### config.mk
export PLATFORM = sky130hd
export DESIGN_NAME = cmpl_mul_pipe
export DESIGN_NICKNAME = d
export VERILOG_FILES = /design/src/rtl/cmpl_mul_pipe.sv
export SDC_FILE = /design/constraint.sdc
export NUM_CORES = 2
export LEC_CHECK = 0
export ABC_AREA = 1
export CAP_MARGIN = 30
export CORE_MARGIN = 5
export CORE_UTILIZATION = 30
export CTS_CLUSTER_SIZE = 12
export DETAILED_ROUTE_END_ITERATION = 12
export PLACE_DENSITY = 0.45
export RECOVER_POWER = 100
export SLEW_MARGIN = 20
export SYNTH_ARGS = -nofsm -noshare
export SYNTH_HDL_FRONTEND = slang
export SYNTH_SLANG_ARGS = --single-unit
### constraint.sdc
create_clock -name i_clock -period 18.5 [get_ports i_clock]
set_input_delay 3.7 -clock i_clock [delete_from_list [all_inputs] [get_ports i_clock]]
set_output_delay 3.7 -clock i_clock [all_outputs]
set_load 0.03 [all_outputs]
### src/rtl/cmpl_mul_pipe.sv
// Pipelined complex multiplier (a*b or a*conj(b)) with rounding, saturation and a global valid/ready stall.
// Optional feature macro CMUL_OVF_CNT_EN adds o_ovf_cnt, a sticky count of delivered saturated beats.
module cmpl_mul_pipe #(
  parameter int IN_W  = 18,
  parameter int OUT_W = 18,
  parameter int SHIFT = 17,
  parameter int LAT   = 3
) (
  input  logic             i_clock,
  input  logic             i_reset,
  input  logic             i_in_valid,
  output logic             o_in_ready,
  input  logic             i_conj_b,
  input  logic [IN_W-1:0]  i_dataa_real,
  input  logic [IN_W-1:0]  i_dataa_imag,
  input  logic [IN_W-1:0]  i_datab_real,
  input  logic [IN_W-1:0]  i_datab_imag,
  output logic             o_out_valid,
  input  logic             i_out_ready,
  output logic [OUT_W-1:0] o_result_real,
  output logic [OUT_W-1:0] o_result_imag,
  output logic             o_result_ovf
`ifdef CMUL_OVF_CNT_EN
  ,
  output logic [15:0]      o_ovf_cnt
`endif
);

  localparam int P  = 2 * IN_W + 2;
  localparam int W  = ((OUT_W > P) ? OUT_W : P) + 1;
  localparam int RS = (SHIFT > 0) ? SHIFT - 1 : 0;
  localparam int ND = (LAT > 3) ? LAT - 3 : 0;

  localparam logic signed [W-1:0] RND  = (SHIFT > 0) ? (W'(1) << RS) : W'(0);
  localparam logic signed [W-1:0] MAXV = (W'(1) << (OUT_W - 1)) - W'(1);
  localparam logic signed [W-1:0] MINV = ~MAXV;

  // Returns {clipped, value}; the extra headroom bit keeps the rounding add from wrapping.
  function automatic logic [OUT_W:0] roundSat(input logic signed [P-1:0] v);
    logic signed [W-1:0] ext;
    logic signed [W-1:0] rnd;
    ext = {{(W-P){v[P-1]}}, v};
    rnd = (ext + RND) >>> SHIFT;
    if (rnd > MAXV)
      return {1'b1, MAXV[OUT_W-1:0]};
    else if (rnd < MINV)
      return {1'b1, MINV[OUT_W-1:0]};
    else
      return {1'b0, rnd[OUT_W-1:0]};
  endfunction

  logic                w_en;
  logic signed [IN_W:0] w_bi_n;
  logic signed [IN_W:0] w_bi_c;
  logic signed [P-1:0] w_ar;
  logic signed [P-1:0] w_ai;
  logic signed [P-1:0] w_br;
  logic signed [P-1:0] w_bic;

  assign w_en       = ~o_out_valid | i_out_ready;
  assign o_in_ready = w_en;

  // One guard bit on b imag so negating the most negative value stays exact.
  assign w_bi_n = {i_datab_imag[IN_W-1], i_datab_imag};
  assign w_bi_c = i_conj_b ? -w_bi_n : w_bi_n;
  assign w_ar   = {{(P-IN_W){i_dataa_real[IN_W-1]}}, i_dataa_real};
  assign w_ai   = {{(P-IN_W){i_dataa_imag[IN_W-1]}}, i_dataa_imag};
  assign w_br   = {{(P-IN_W){i_datab_real[IN_W-1]}}, i_datab_real};
  assign w_bic  = {{(P-IN_W-1){w_bi_c[IN_W]}}, w_bi_c};

  logic                r_valid1;
  logic signed [P-1:0] r_prr;
  logic signed [P-1:0] r_pii;
  logic signed [P-1:0] r_pri;
  logic signed [P-1:0] r_pir;

  always_ff @(posedge i_clock) begin
    if (i_reset) begin
      r_valid1 <= 1'b0;
      r_prr    <= '0;
      r_pii    <= '0;
      r_pri    <= '0;
      r_pir    <= '0;
    end else if (w_en) begin
      r_valid1 <= i_in_valid;
      r_prr    <= w_ar * w_br;
      r_pii    <= w_ai * w_bic;
      r_pri    <= w_ar * w_bic;
      r_pir    <= w_ai * w_br;
    end
  end

  logic signed [P-1:0] w_sum_re;
  logic signed [P-1:0] w_sum_im;
  logic signed [P-1:0] w_pre_re;
  logic signed [P-1:0] w_pre_im;
  logic                w_pre_v;

  assign w_sum_re = r_prr - r_pii;
  assign w_sum_im = r_pri + r_pir;

  generate
    if (LAT == 2) begin : g_merge
      assign w_pre_re = w_sum_re;
      assign w_pre_im = w_sum_im;
      assign w_pre_v  = r_valid1;
    end else begin : g_sum
      logic signed [P-1:0] r_sum_re;
      logic signed [P-1:0] r_sum_im;
      logic                r_valid2;

      always_ff @(posedge i_clock) begin
        if (i_reset) begin
          r_valid2 <= 1'b0;
          r_sum_re <= '0;
          r_sum_im <= '0;
        end else if (w_en) begin
          r_valid2 <= r_valid1;
          r_sum_re <= w_sum_re;
          r_sum_im <= w_sum_im;
        end
      end

      assign w_pre_re = r_sum_re;
      assign w_pre_im = r_sum_im;
      assign w_pre_v  = r_valid2;
    end
  endgenerate

  logic [OUT_W:0] w_rs_re;
  logic [OUT_W:0] w_rs_im;

  assign w_rs_re = roundSat(w_pre_re);
  assign w_rs_im = roundSat(w_pre_im);

  // Entry 0 is the round/saturate register; higher entries are pure delay.
  logic             r_pipe_v   [ND+1];
  logic             r_pipe_ovf [ND+1];
  logic [OUT_W-1:0] r_pipe_re  [ND+1];
  logic [OUT_W-1:0] r_pipe_im  [ND+1];

  always_ff @(posedge i_clock) begin
    if (i_reset) begin
      for (int k = 0; k <= ND; k++) begin
        r_pipe_v[k]   <= 1'b0;
        r_pipe_ovf[k] <= 1'b0;
        r_pipe_re[k]  <= '0;
        r_pipe_im[k]  <= '0;
      end
    end else if (w_en) begin
      r_pipe_v[0]   <= w_pre_v;
      r_pipe_ovf[0] <= w_rs_re[OUT_W] | w_rs_im[OUT_W];
      r_pipe_re[0]  <= w_rs_re[OUT_W-1:0];
      r_pipe_im[0]  <= w_rs_im[OUT_W-1:0];
      for (int k = 1; k <= ND; k++) begin
        r_pipe_v[k]   <= r_pipe_v[k-1];
        r_pipe_ovf[k] <= r_pipe_ovf[k-1];
        r_pipe_re[k]  <= r_pipe_re[k-1];
        r_pipe_im[k]  <= r_pipe_im[k-1];
      end
    end
  end

  assign o_out_valid   = r_pipe_v[ND];
  assign o_result_ovf  = r_pipe_ovf[ND];
  assign o_result_real = r_pipe_re[ND];
  assign o_result_imag = r_pipe_im[ND];

`ifdef CMUL_OVF_CNT_EN
  logic [15:0] r_ovf_cnt;

  always_ff @(posedge i_clock) begin
    if (i_reset)
      r_ovf_cnt <= '0;
    else if (o_out_valid && i_out_ready && o_result_ovf && (r_ovf_cnt != 16'hFFFF))
      r_ovf_cnt <= r_ovf_cnt + 16'd1;
  end

  assign o_ovf_cnt = r_ovf_cnt;
`else
  // Without the counter, saturation is reported only per beat on o_result_ovf.
`endif

endmodule
==> flow_summary.json <==
{
  "status": "complete, but fails checks",
  "violations": "max-capacitance violations, max-slew violations",
  "cp_data_required_time_ns": 18.88,
  "avgSynthCellArea_um2": 7.56,
  "worstSetupStartpointType": "primary input",
  "rr_worst_depth": 7,
  "initial_core_util_pct": 30.1,
  "finalSetupTns_ns": 0,
  "synth_top_area_share_pct": 41.7,
  "postCtsHoldBufs": 0,
  "synth_area_leader_cell": "fa_1",
  "io_pins": 116,
  "yosys_register_bits": 230,
  "htree_levels": 1,
  "rsz0062_at_grt": "false",
  "drt-initial-drc-count": 3247,
  "synth_xor_area_share_pct": 0.934,
  "cap_violations": 7,
  "wire_per_inst_um": 20.8,
  "cts_tree": "built",
  "core_area_mm2": 0.215,
  "drive_gt1_share_pct": 2.54,
  "grt_remaining_overflow": 0,
  "relSlewSlack_pct": -170,
  "drc_errors": 0,
  "synth-async-reset-ratio_pct": 0,
  "place_congestion": 0.911,
  "drv_slew": 306,
  "synthMuxAreaShare_pct": 0,
  "clock_latency_ns": 0.63,
  "fin_nets": 10400,
  "ant_nets": 0,
  "synth_compound_area_share_pct": 6.20,
  "clock_sinks": 230,
  "vias": 53500,
  "clk_pin_slew_worst_paths_ns": 0.06,
  "die_h_um": 474,
  "synth_top_family_by_area": "adder cells",
  "ctsLongestPathBuffers": 3,
  "grt_pass1_wl_um": 364000,
  "cp_max_fo": 23,
  "rows": 170,
  "synth-simple-area-share_pct": 20.3,
  "viasPerCell": 4.71,
  "antenna_found_initial": 7,
  "timing.final.crit_share_pct": 69.7,
  "die_area_mm2": 0.225,
  "grt_usage_pct": 21.3,
  "synthesis.nets": 10400,
  "dpl.hpwl_um": 196000,
  "dieWidth_um": 474,
  "synth_ff_type": "dfxtp_1",
  "io_buffers": 115,
  "max_freq_ghz": 0.0775,
  "finalHoldViolations": 0,
  "hold_depth": 2,
  "finalWorstPathRequiredPeriod_ns": 12.90,
  "grt_pass1_vias": 57100,
  "hold_path_class": "register to register",
  "synth.distinct_cells": 48,
  "syn_area_mm2": 0.0647,
  "syn_inst": 8558,
  "routed_wl_um": 236000,
  "grt_max_degree": 161,
  "worstSetupPathType": "primary input to register",
  "synth_area_leaders": "fa_1 (42%), inv_1 (12%), nand2_1 (12%), ha_1 (8.7%), dfxtp_1 (5.9%)",
  "synthAdderAreaFrac_pct": 50.4,
  "area_growth_pct": 7.61,
  "finClkSkew_ns": 0.0239,
  "synth_edf_count": 38,
  "end_kind": "register",
  "cts-root-buf": "clkbuf_16",
  "firstDrtPassIters": 5,
  "ys_warn_count": 0,
  "worst_pin_slew_ns": 4.06,
  "cts_resized": 0,
  "post_cts_buffers": 0,
  "yosysSeqAreaShare_pct": 7.70,
  "cts_made_buffers": 30,
  "final-setup-viol-count": 0,
  "cp.arrival_ns": 13.28
}
[worst paths after layout]
check	startpoint	end	slack, ns
min reg2reg	r_pir[34]	r_pir[34]	0.46
max	i_conj_b	r_pii[18]	5.60
max reg2reg	r_pipe_v[0]	r_pir[36]	9.78
min	r_pir[34]	r_pir[34]	0.46
[synthesized netlist by cell type (2+ instances only)]
master / count
and2_1: 2
buf_1: 10
nor4_1: 4
clkinv_1: 7
nand3_2: 5
o21ai_2: 19
o21ai_1: 9
nand3_1: 238
nor2_2: 13
a22o_1: 15
nor3_1: 39
edfxtp_1: 38
o21ai_0: 266
a21boi_0: 19
a21o_1: 31
o21bai_1: 33
clkbuf_1: 231
fa_1: 1349
buf_4: 4
a31oi_1: 6
nand2_1: 2086
a21oi_1: 276
and3_1: 5
buf_6: 8
o22ai_1: 15
ha_1: 450
o21a_1: 11
a32o_1: 7
inv_2: 15
xor2_1: 45
xnor2_1: 24
buf_2: 45
nand2_4: 5
nand4_1: 44
nand2_2: 12
nand3b_1: 23
inv_1: 2124
dfxtp_1: 192
or2_1: 3
nor2_1: 810
or2_2: 13
[flip-flops by register name, indices dropped and copies added (netlist names)]
name and flops:
r_pii 37, r_pri 37, r_pir 36, r_prr 36, g_sum.r_sum_im 22, g_sum.r_sum_re 22
r_pipe_im 18, r_pipe_re 18, g_sum.r_valid2 1, r_pipe_ovf 1, r_pipe_v 1, r_valid1 1
[final cells by class]
type                            instances  area [um2]
Antenna cell                            1        2.50
Clock buffer                           37         830
Clock inverter                         17         184
Fill cell                           23100      145000
Inverter                             2146        8060
Multi-Input combinational cell       5884       50300
Sequential cell                       230        4980
Tap cell                             2838        3550
Timing Repair Buffer                  199        1690
[cells by family (layout without fill, tap and decap cells)]
logic type      count (synthesis)  in the layout
flops                         230            230
compound gates                712            712
simple gates                 3304           3304
xor+xnor                       69             69
fa+ha+maj                    1799           1799
other cells                     0              1
buf+inv                      2444           2399
[routing by layer]
layer | track usage, % | wire length, um | vias to the layer above
met3 | 3.11 | 13400 | 147
met2 | 34.4 | 106000 | 1308
met1 | 30.7 | 112000 | 27100
met5 | 0 | 0 | -
li1 | - | - | 24900
met4 | 3.72 | 5010 | 0
[critical path, stage by stage]
cell and delay, ns:
dlygate4sd3_1 0.99, inv_1 0.34, a21oi_1 0.21, inv_1 0.07, or2_2 0.27, nand2_1 0.06, clkbuf_1 1.37, inv_1 1.00
nor2_1 0.37, fa_1 0.46, inv_1 0.09, fa_1 0.38, inv_1 0.07, fa_1 0.44, fa_1 0.49, fa_1 0.50
inv_1 0.05, fa_1 0.51, inv_1 0.06, ha_1 0.37, nand2_1 0.15, nor2_1 0.16, nand2_1 0.08, o21ai_0 0.63
a21oi_1 0.12, o21ai_0 0.22, o21ai_0 0.10
[layout by cell type (no fill, tap or decap), types with 14 or more instances in the layout]
master / instances
nand2_1: 2088
dfxtp_1: 192
a22o_1: 15
clkdlybuf4s50_1: 46
inv_2: 14
a21boi_0: 19
a21o_1: 31
nor3_1: 39
buf_2: 26
o21bai_1: 33
ha_1: 450
fa_1: 1349
nor2_1: 810
buf_4: 71
clkbuf_16: 32
edfxtp_1: 38
nand3b_1: 23
xor2_1: 45
dlygate4sd3_1: 43
nand3_1: 238
inv_1: 2125
a21oi_1: 276
xnor2_1: 24
o21ai_0: 288
o22ai_1: 15
nand4_1: 44
[through the flow]
| stage | util (%) | hold slack (ns) | cell area (um2) | setup WS, ns | instances |
|---|---|---|---|---|---|
| 3_3_place_gp | 32.0 | 0.448 | 68600 | 6.35 | 11300 |
| 6_report | 32.4 | 0.459 | 69600 | 5.60 | 11400 |
| 3_5_place_dp | 32.0 | 0.448 | 68700 | 6.26 | 11300 |
| 4_1_cts | 32.5 | 0.460 | 69700 | 6.93 | 11300 |
| 2_1_floorplan | - | 0.426 | 64700 | 8.68 | 8558 |
| 5_1_grt | 32.4 | 0.466 | 69600 | 5.17 | 11400 |
Power is left out: the tool's default activity adds up to more than one toggle a clock period on the data nets, which glitch-free logic cannot reach.
